===== src/rtl/pipeline_hazard_ctrl_pkg.sv =====
// ============================================================================
// Module : xgriscv_hazard_pkg
// Brief  : Shared constants for the xgriscv hazard/forwarding controller.
// Rev    : 1.0  initial release
// ============================================================================
`default_nettype none

package xgriscv_hazard_pkg;

    localparam logic [1:0] FWD_RF = 2'b00;
    localparam logic [1:0] FWD_W  = 2'b01;
    localparam logic [1:0] FWD_M  = 2'b10;

    localparam int RFIDX_W_DEF = 5;

    // Tag record {rd, rs1, rs2, use1, use2, regwrite, memtoreg}, flags in the low bits
    localparam int TAG_MEMTOREG_BIT = 0;
    localparam int TAG_REGWRITE_BIT = 1;
    localparam int TAG_USE2_BIT     = 2;
    localparam int TAG_USE1_BIT     = 3;
    localparam int TAG_FLAG_W       = 4;

    function automatic int tag_width(input int idx_w);
        return 3 * idx_w + TAG_FLAG_W;
    endfunction

    localparam int TAG_W = 3 * RFIDX_W_DEF + TAG_FLAG_W;

endpackage

`default_nettype wire


===== src/rtl/pipeline_hazard_ctrl_tag_reg.sv =====
// ============================================================================
// Module : hazard_tag_reg
// Brief  : One shadow-pipeline tag register; bubble kills regwrite/memtoreg.
// Rev    : 1.0  initial release
// ============================================================================
`default_nettype none

module hazard_tag_reg
    import xgriscv_hazard_pkg::*;
#(
    parameter int W = TAG_W
) (
    input  logic         clk,
    input  logic         reset,
    input  logic         bubble,
    input  logic [W-1:0] d,
    output logic [W-1:0] q
);

    logic [W-1:0] kill_mask;

    always_comb begin
        kill_mask                   = '1;
        kill_mask[TAG_REGWRITE_BIT] = 1'b0;
        kill_mask[TAG_MEMTOREG_BIT] = 1'b0;
    end

    always_ff @(posedge clk) begin
        if (!reset) begin
            q <= '0;
        end else if (bubble) begin
            q <= d & kill_mask;
        end else begin
            q <= d;
        end
    end

endmodule

`default_nettype wire


===== src/rtl/pipeline_hazard_ctrl.sv =====
// ============================================================================
// Module : pipeline_hazard_ctrl
// Brief  : Stall/flush/forwarding/bypass controller for the 5-stage xgriscv.
//          Define HAZARD_PERF_EN to build the stall/flush event counters.
// Rev    : 1.0  initial release
// ============================================================================
`default_nettype none

module pipeline_hazard_ctrl
    import xgriscv_hazard_pkg::*;
#(
    parameter int RFIDX_W = 5,
    parameter int CNT_W   = 32
) (
    input  logic               clk,
    input  logic               reset,
    input  logic [RFIDX_W-1:0] rs1D,
    input  logic [RFIDX_W-1:0] rs2D,
    input  logic [RFIDX_W-1:0] rdD,
    input  logic               use1D,
    input  logic               use2D,
    input  logic               regwriteD,
    input  logic               memtoregD,
    input  logic               redirectE,
    output logic               stallF,
    output logic               stallD,
    output logic               flushD,
    output logic               flushE,
    output logic [1:0]         fwdaE,
    output logic [1:0]         fwdbE,
    output logic               byp1D,
    output logic               byp2D,
    output logic [CNT_W-1:0]   stall_cnt,
    output logic [CNT_W-1:0]   flush_cnt
);

    localparam int TW     = tag_width(RFIDX_W);
    localparam int RS2_LO = TAG_FLAG_W;
    localparam int RS1_LO = TAG_FLAG_W + RFIDX_W;
    localparam int RD_LO  = TAG_FLAG_W + 2 * RFIDX_W;

    logic [TW-1:0] tag_d, tag_e, tag_m, tag_w;
    logic          bubble_e;
    logic          lu_raw, lu;

    assign tag_d = {rdD, rs1D, rs2D, use1D, use2D, regwriteD, memtoregD};

    hazard_tag_reg #(.W(TW)) u_tag_e (
        .clk(clk), .reset(reset), .bubble(bubble_e), .d(tag_d), .q(tag_e)
    );
    hazard_tag_reg #(.W(TW)) u_tag_m (
        .clk(clk), .reset(reset), .bubble(1'b0), .d(tag_e), .q(tag_m)
    );
    hazard_tag_reg #(.W(TW)) u_tag_w (
        .clk(clk), .reset(reset), .bubble(1'b0), .d(tag_m), .q(tag_w)
    );

    logic [RFIDX_W-1:0] rd_e, rs1_e, rs2_e, rd_m, rd_w;
    logic               use1_e, use2_e, regwrite_e, memtoreg_e, regwrite_m, regwrite_w;

    assign rd_e       = tag_e[RD_LO  +: RFIDX_W];
    assign rs1_e      = tag_e[RS1_LO +: RFIDX_W];
    assign rs2_e      = tag_e[RS2_LO +: RFIDX_W];
    assign use1_e     = tag_e[TAG_USE1_BIT];
    assign use2_e     = tag_e[TAG_USE2_BIT];
    assign regwrite_e = tag_e[TAG_REGWRITE_BIT];
    assign memtoreg_e = tag_e[TAG_MEMTOREG_BIT];
    assign rd_m       = tag_m[RD_LO +: RFIDX_W];
    assign regwrite_m = tag_m[TAG_REGWRITE_BIT];
    assign rd_w       = tag_w[RD_LO +: RFIDX_W];
    assign regwrite_w = tag_w[TAG_REGWRITE_BIT];

    // W-stage source fields and load flag never steer anything
    logic unused_tag_w;
    assign unused_tag_w = ^{tag_w[RD_LO-1:TAG_REGWRITE_BIT+1], tag_w[TAG_MEMTOREG_BIT]};

    function automatic logic [1:0] fwd_sel(
        input logic [RFIDX_W-1:0] src,
        input logic               use_src,
        input logic               wr_m,
        input logic [RFIDX_W-1:0] dst_m,
        input logic               wr_w,
        input logic [RFIDX_W-1:0] dst_w
    );
        logic [1:0] sel;
        sel = FWD_RF;
        if (use_src && src != '0) begin
            if (wr_m && dst_m == src) begin
                sel = FWD_M;
            end else if (wr_w && dst_w == src) begin
                sel = FWD_W;
            end
        end
        return sel;
    endfunction

    assign fwdaE = fwd_sel(rs1_e, use1_e, regwrite_m, rd_m, regwrite_w, rd_w);
    assign fwdbE = fwd_sel(rs2_e, use2_e, regwrite_m, rd_m, regwrite_w, rd_w);

    assign lu_raw = memtoreg_e & regwrite_e & (rd_e != '0)
                  & ((use1D & (rd_e == rs1D)) | (use2D & (rd_e == rs2D)));
    // A redirect kills the D instruction, so its dependency is moot
    assign lu     = lu_raw & ~redirectE;

    assign stallF   = lu;
    assign stallD   = lu;
    assign flushD   = redirectE;
    assign flushE   = lu | redirectE;
    assign bubble_e = flushE;

    assign byp1D = regwrite_w & (rd_w == rs1D) & (rd_w != '0) & use1D;
    assign byp2D = regwrite_w & (rd_w == rs2D) & (rd_w != '0) & use2D;

`ifdef HAZARD_PERF_EN
    localparam logic [CNT_W-1:0] CNT_ONE = CNT_W'(1);

    logic [CNT_W-1:0] stall_q, flush_q;

    always_ff @(posedge clk) begin
        if (!reset) begin
            stall_q <= '0;
            flush_q <= '0;
        end else begin
            if (lu && stall_q != '1) begin
                stall_q <= stall_q + CNT_ONE;
            end
            if (redirectE && flush_q != '1) begin
                flush_q <= flush_q + CNT_ONE;
            end
        end
    end

    assign stall_cnt = stall_q;
    assign flush_cnt = flush_q;
`else
    assign stall_cnt = '0;
    assign flush_cnt = '0;
`endif

endmodule

`default_nettype wire

===== config.mk =====
export PLATFORM = sky130hd
export DESIGN_NAME = pipeline_hazard_ctrl
export DESIGN_NICKNAME = d
export VERILOG_FILES = /design/src/rtl/pipeline_hazard_ctrl_pkg.sv /design/src/rtl/pipeline_hazard_ctrl_tag_reg.sv /design/src/rtl/pipeline_hazard_ctrl.sv
export SDC_FILE = /design/constraint.sdc
export NUM_CORES = 1
export LEC_CHECK = 0
export CAP_MARGIN = 15
export CORE_AREA = 2 2 78 110
export DETAILED_ROUTE_END_ITERATION = 12
export DIE_AREA = 0 0 80 112
export PLACE_DENSITY_LB_ADDON = 0.1
export SLEW_MARGIN = 0
export SYNTH_ARGS = -nofsm -noshare
export SYNTH_HDL_FRONTEND = slang
export SYNTH_HIERARCHICAL = 1
export SYNTH_SLANG_ARGS = --single-unit

===== constraint.sdc =====
create_clock -name clk -period 2.55 [get_ports clk]
set_clock_uncertainty 0.05 [all_clocks]
set_input_delay 0.255 -clock clk [delete_from_list [all_inputs] [get_ports clk]]
set_output_delay 0.255 -clock clk [all_outputs]
set_load 0.05 [all_outputs]

==> impl_metrics.env, run 1 <==
export IMPL_ioPinCount=96
export IMPL_post_cts_resized=0
export IMPL_numCtsBuffers=5
export IMPL_timing_rr_end="u_tag_e/q[1]"
export IMPL_status="finished clean"
export IMPL_post_dp_hpwl_um=3260
export IMPL_place_area_sq_um=2140
export IMPL_synthCells=209
export IMPL_drc=0
export IMPL_nets=261
export IMPL_clock_root_buffer="clkbuf_16"
export IMPL_dp_slack_ns=0.269
export IMPL_endpoint="fwdaE[0]"
export IMPL_htree_levels=2
export IMPL_die_y_um=112
export IMPL_num_vias=1187
export IMPL_grt_usage_pct=8.96
export IMPL_dieArea_sq_um=8960
export IMPL_clk_pin_slew_ns=0.05
export IMPL_p_leak_nw=1.05
export IMPL_grt_max_degree=22
export IMPL_cp_cell_sequence="xor2_1, nor4_1, nand3_1, nor3b_2, buf_4"
export IMPL_finalSetupViolCount=0
export IMPL_placementRows=39
export IMPL_crit_arrival_ns=2.01
export IMPL_clockBufferDepth=2
export IMPL_routedWlPerCell_um=11.5
export IMPL_cp_required_ns=2.25
export IMPL_fin_area_sq_um=2310
export IMPL_drive_gt1_share_pct=20.8
export IMPL_grt_pass1_wl_um=6000
export IMPL_multi_input_area_sq_um=1060
export IMPL_min_path_type="reg -> reg"
export IMPL_rsz0062_at_grt="false"
export IMPL_slowest_stage="dfxtp_1"
export IMPL_fill_cells=874
export IMPL_cts_setup_buffers=0
export IMPL_grt_pass1_vias=1189
export IMPL_ir_drop_uv=342
export IMPL_fin_crit_ns=2.32
export IMPL_period_share_pct=90.9
export IMPL_worstMarginPinSlew_ns=0.516
export IMPL_max_stage_delay_ns=0.53
export IMPL_syn_area_sq_um=2000
export IMPL_tns_ns=0
export IMPL_max_cap_violations=0
export IMPL_worst_hold_slack_ns=0.492
export IMPL_drtAntennaViolNets=0
export IMPL_p_per_area_nw_per_um2=676
export IMPL_startpoint_type="flop"
export IMPL_gp_congestion=0.747
export IMPL_final_common_cell="conb_1"
export IMPL_cts_tree="yes"
export IMPL_area_growth_pct=15.6
export IMPL_dr_pass1_iters=3
export IMPL_crit_path_end_kind="output pin"
export IMPL_insertedDiodeCount=0
export IMPL_yosys_warnings=6
export IMPL_final_setup_worst_slack_ns=0.233
export IMPL_core_sq_um=8000
export IMPL_start_util_pct=25.0
export IMPL_antenna_found_initial=0
export IMPL_clock_sinks=31
export IMPL_regToRegStartpoint="u_tag_e/q[18]"
export IMPL_ff2ff_setup_slack_ns=0.74
export IMPL_path_class="reg -> out"
export IMPL_grt_overflow=0
export IMPL_cts_hold_buffers=0
export IMPL_mostFrequentLayoutCells="66 x conb_1, 31 x dfxtp_1, 24 x xor2_1"
export IMPL_cp_startpoint="u_tag_w/q[17]"
export IMPL_port_buffers=31
export IMPL_cp_max_fo=5
export IMPL_die_w_um=80
export IMPL_clk_latency_ns=0.27
export IMPL_rr_worst_depth=5
export IMPL_drt_iter0_drc=11
export IMPL_max_slew_margin_pct=65.3
export IMPL_final_util_pct=28.9
export IMPL_regArea_sq_um=621
export IMPL_slew_viol_final=0
export IMPL_viasPerCell=3.47
export IMPL_fmax_mhz=432
export IMPL_routed_wl_um=3940
export IMPL_postSynthAreaPerCell_sq_um=9.57
export IMPL_hold_violations=0
==> through the flow <==
stage,cells,total power (W)
2_1_floorplan,274,0.000904
3_5_place_dp,334,0.000893
6_report,342,0.00156
3_3_place_gp,334,0.000893
4_1_cts,342,0.00159
5_1_grt,342,0.00163
==> power by group <==
part | switching [W] | internal (W)
combinational | 0.000263 | 0.0000839
clock | 0.000198 | 0.000484
sequential | 0.0000262 | 0.000507
==> worst max-delay path: cells and delay by family, from the launching register on <==
kind	cells	cell delay, ns
flip-flops	1	0.53
AND/OR/NAND/NOR	3	0.87
XOR/XNOR	1	0.11
buffers and inverters	1	0.22
==> routing by layer <==
metal | vias to the layer above | global-route usage (%) | wire length [um]
met5 | - | 0 | 0
met4 | 0 | 3.73 | 80
met3 | 5 | 1.78 | 250
met2 | 69 | 16.2 | 2070
met1 | 517 | 9.91 | 1540
li1 | 596 | - | -
==> cell type report <==
class                   instances  area share [%]
clock buffers                   6            6.01
clock inverters                 2            1.52
multi-input cells             169            45.7
flip-flops and latches         31            26.8
well taps                     102            5.52
repair buffers                 32            14.4
==> how the worst min path moves through the flow <==
stage,startpoint,endpoint,cells past startpoint
after CTS,u_tag_m/q[14],u_tag_w/q[14],1
after global routing,u_tag_e/q[1],u_tag_m/q[1],1
final,u_tag_e/q[1],u_tag_m/q[1],1
after floorplan,rs1D[2],u_tag_e/q[11],1
after detailed placement,u_tag_e/q[1],u_tag_m/q[1],1
after global placement,u_tag_m/q[14],u_tag_w/q[14],1
==> state kept, by name, indices dropped and copies added (netlist names) <==
register	flops
u_tag_e/q	19
u_tag_m/q	6
u_tag_w/q	6
(Power assumes the default switching activity.)
==> run 2, diff against run 1 <==
GPL_TIMING_DRIVEN = 0   (was not set)
==> impl_metrics.env, run 2 (synthesis gave the netlist of run 1 again) <==
export IMPL_final_common_cell="buf_4"
export IMPL_drtAntennaViolNets=0
export IMPL_ir_drop_uv=308
export IMPL_insertedDiodeCount=0
export IMPL_min_path_type="reg -> reg"
export IMPL_die_w_um=80
export IMPL_max_stage_delay_ns=0.48
export IMPL_finalSetupViolCount=0
export IMPL_max_slew_margin_pct=49.4
export IMPL_cp_depth=6
export IMPL_crit_arrival_ns=2.10
export IMPL_placementRows=39
export IMPL_p_per_area_nw_per_um2=583
export IMPL_cts_setup_buffers=0
export IMPL_stdcell_count=414
export IMPL_ioPinCount=96
export IMPL_routed_wl_um=4250
export IMPL_fin_area_sq_um=2840
export IMPL_place_area_sq_um=2690
export IMPL_fill_cells=894
export IMPL_rsz0062_at_grt="false"
export IMPL_crit_path_end_kind="output pin"
export IMPL_grt_pass1_wl_um=6630
export IMPL_core_sq_um=8000
export IMPL_drc=0
export IMPL_clock_sinks=31
export IMPL_mostFrequentLayoutCells="67 x buf_4, 66 x conb_1, 31 x dfxtp_1"
export IMPL_cp_required_ns=2.25
export IMPL_drt_iter0_drc=22
export IMPL_cts_tree="yes"
export IMPL_grt_overflow=0
export IMPL_worstMarginPinSlew_ns=0.756
export IMPL_cp_max_fo=3
export IMPL_drive_gt1_share_pct=37.8
export IMPL_die_y_um=112
export IMPL_hold_depth=1
export IMPL_clockBufferDepth=2
export IMPL_clk_pin_slew_ns=0.05
export IMPL_dr_pass1_iters=3
export IMPL_grt_pass1_vias=1357
export IMPL_clk_latency_ns=0.27
export IMPL_slew_viol_final=0
export IMPL_startpoint_type="input port"
export IMPL_p_leak_nw=1.44
export IMPL_status="finished clean"
export IMPL_start_util_pct=25.0
export IMPL_ff2ff_setup_slack_ns=0.85
export IMPL_area_growth_pct=42.2
export IMPL_antenna_found_initial=0
export IMPL_numCtsBuffers=5
export IMPL_path_class="in -> out"
export IMPL_hold_violations=0
export IMPL_routedWlPerCell_um=10.3
export IMPL_fin_crit_ns=2.40
export IMPL_htree_levels=2
export IMPL_nets=333
export IMPL_top_register="u_tag_e/q"
export IMPL_cp_cell_sequence="clkdlybuf4s50_1, xor2_1, nor4_1, a32oi_1, nor3_2, clkdlybuf4s15_2"
export IMPL_dieArea_sq_um=8960
export IMPL_period_share_pct=94.2
export IMPL_viasPerCell=3.44
export IMPL_top_regs="u_tag_e/q x19, u_tag_m/q x6, u_tag_w/q x6"
export IMPL_largest_reg_flops=19
export IMPL_grt_usage_pct=9.89
export IMPL_place_inst=407
export IMPL_post_dp_hpwl_um=3600
export IMPL_port_buffers=31
export IMPL_slowest_stage="clkdlybuf4s50_1"
export IMPL_rr_worst_depth=5
export IMPL_clock_root_buffer="clkbuf_16"
export IMPL_path_buf_inv=2
export IMPL_max_cap_violations=0
export IMPL_fmax_mhz=416
export IMPL_cts_hold_buffers=0
export IMPL_grt_max_degree=23
export IMPL_cp_top_family="buffers and inverters"
export IMPL_num_vias=1424
export IMPL_gp_congestion=0.807
## run 2: cell count changes in the layout (fill, tap and decap cells not counted), sizes merged
cell,previous run,this run
buf,10,75
clkbuf,6,7
clkdlybuf4s15,0,3
dlygate4sd2,0,3
## run 2: worst paths after layout
check                startpoint            end
hold / removal    u_tag_m/q[14]  u_tag_w/q[14]
setup reg to reg  u_tag_e/q[18]   u_tag_e/q[0]
setup / recovery        rs1D[4]         stallD
hold reg to reg   u_tag_m/q[14]  u_tag_w/q[14]
## run 2: timing repair
item                                   CTS  global route
cloned                                   0             0
gates resized for setup                 16             5
endpoints found under the hold margin    0             0
setup endpoints to repair                9             4
## run 2: layer usage
layer | global-route usage [%] | share of wire (%)
met4 | 5.42 | 2.0
met3 | 2.11 | 8.3
met1 | 9.75 | 36
met5 | 0 | 0
met2 | 18.5 | 54
## run 2: where the power goes
group | internal, W | switching (W)
Clock | 0.000485 | 0.000208
Sequential | 0.000507 | 0.0000217
Combinational | 0.000156 | 0.000282
Total | 0.00115 | 0.000512
## run 2: stage by stage
step | util [%] | worst slack (ns) | power (W) | setup TNS (ns) | hold slack (ns)
floorplan | - | 0.328 | 0.000904 | 0 | 0.332
global placement | 33.6 | -0.445 | 0.000975 | -1.29 | 0.484
detailed placement | 33.6 | -0.428 | 0.000976 | -1.25 | 0.484
CTS | 35.7 | 0.0252 | 0.00167 | 0 | 0.495
global route | 35.5 | 0.00885 | 0.00173 | 0 | 0.507
finish | 35.5 | 0.148 | 0.00166 | 0 | 0.487
## run 2: final cells by class
type | count | area [sq um] | area share [%]
clock buffers | 6 | 139 | 4.88
multi-input cells | 169 | 1060 | 37.2
flip-flops and latches | 31 | 621 | 21.8
well taps | 102 | 128 | 4.49
repair buffers | 31 | 297 | 10.4
clock inverters | 2 | 35.0 | 1.23
plain buffers | 73 | 568 | 20.0
## run 2: worst register-to-register path, stage by stage (launching register included)
cell      delay, ns
dfxtp_1        0.35
xor2_1         0.17
nor4_1         0.35
a32oi_1        0.22
o21bai_1       0.23
and3b_2        0.22
==> run 3, diff against run 2 <==
GPL_ROUTABILITY_DRIVEN = 0   (was not set)
GPL_TIMING_DRIVEN = not set   (was 0)
==> results of run 3 <==
The final DEF is identical to that of run 1; final timing and power are the same.
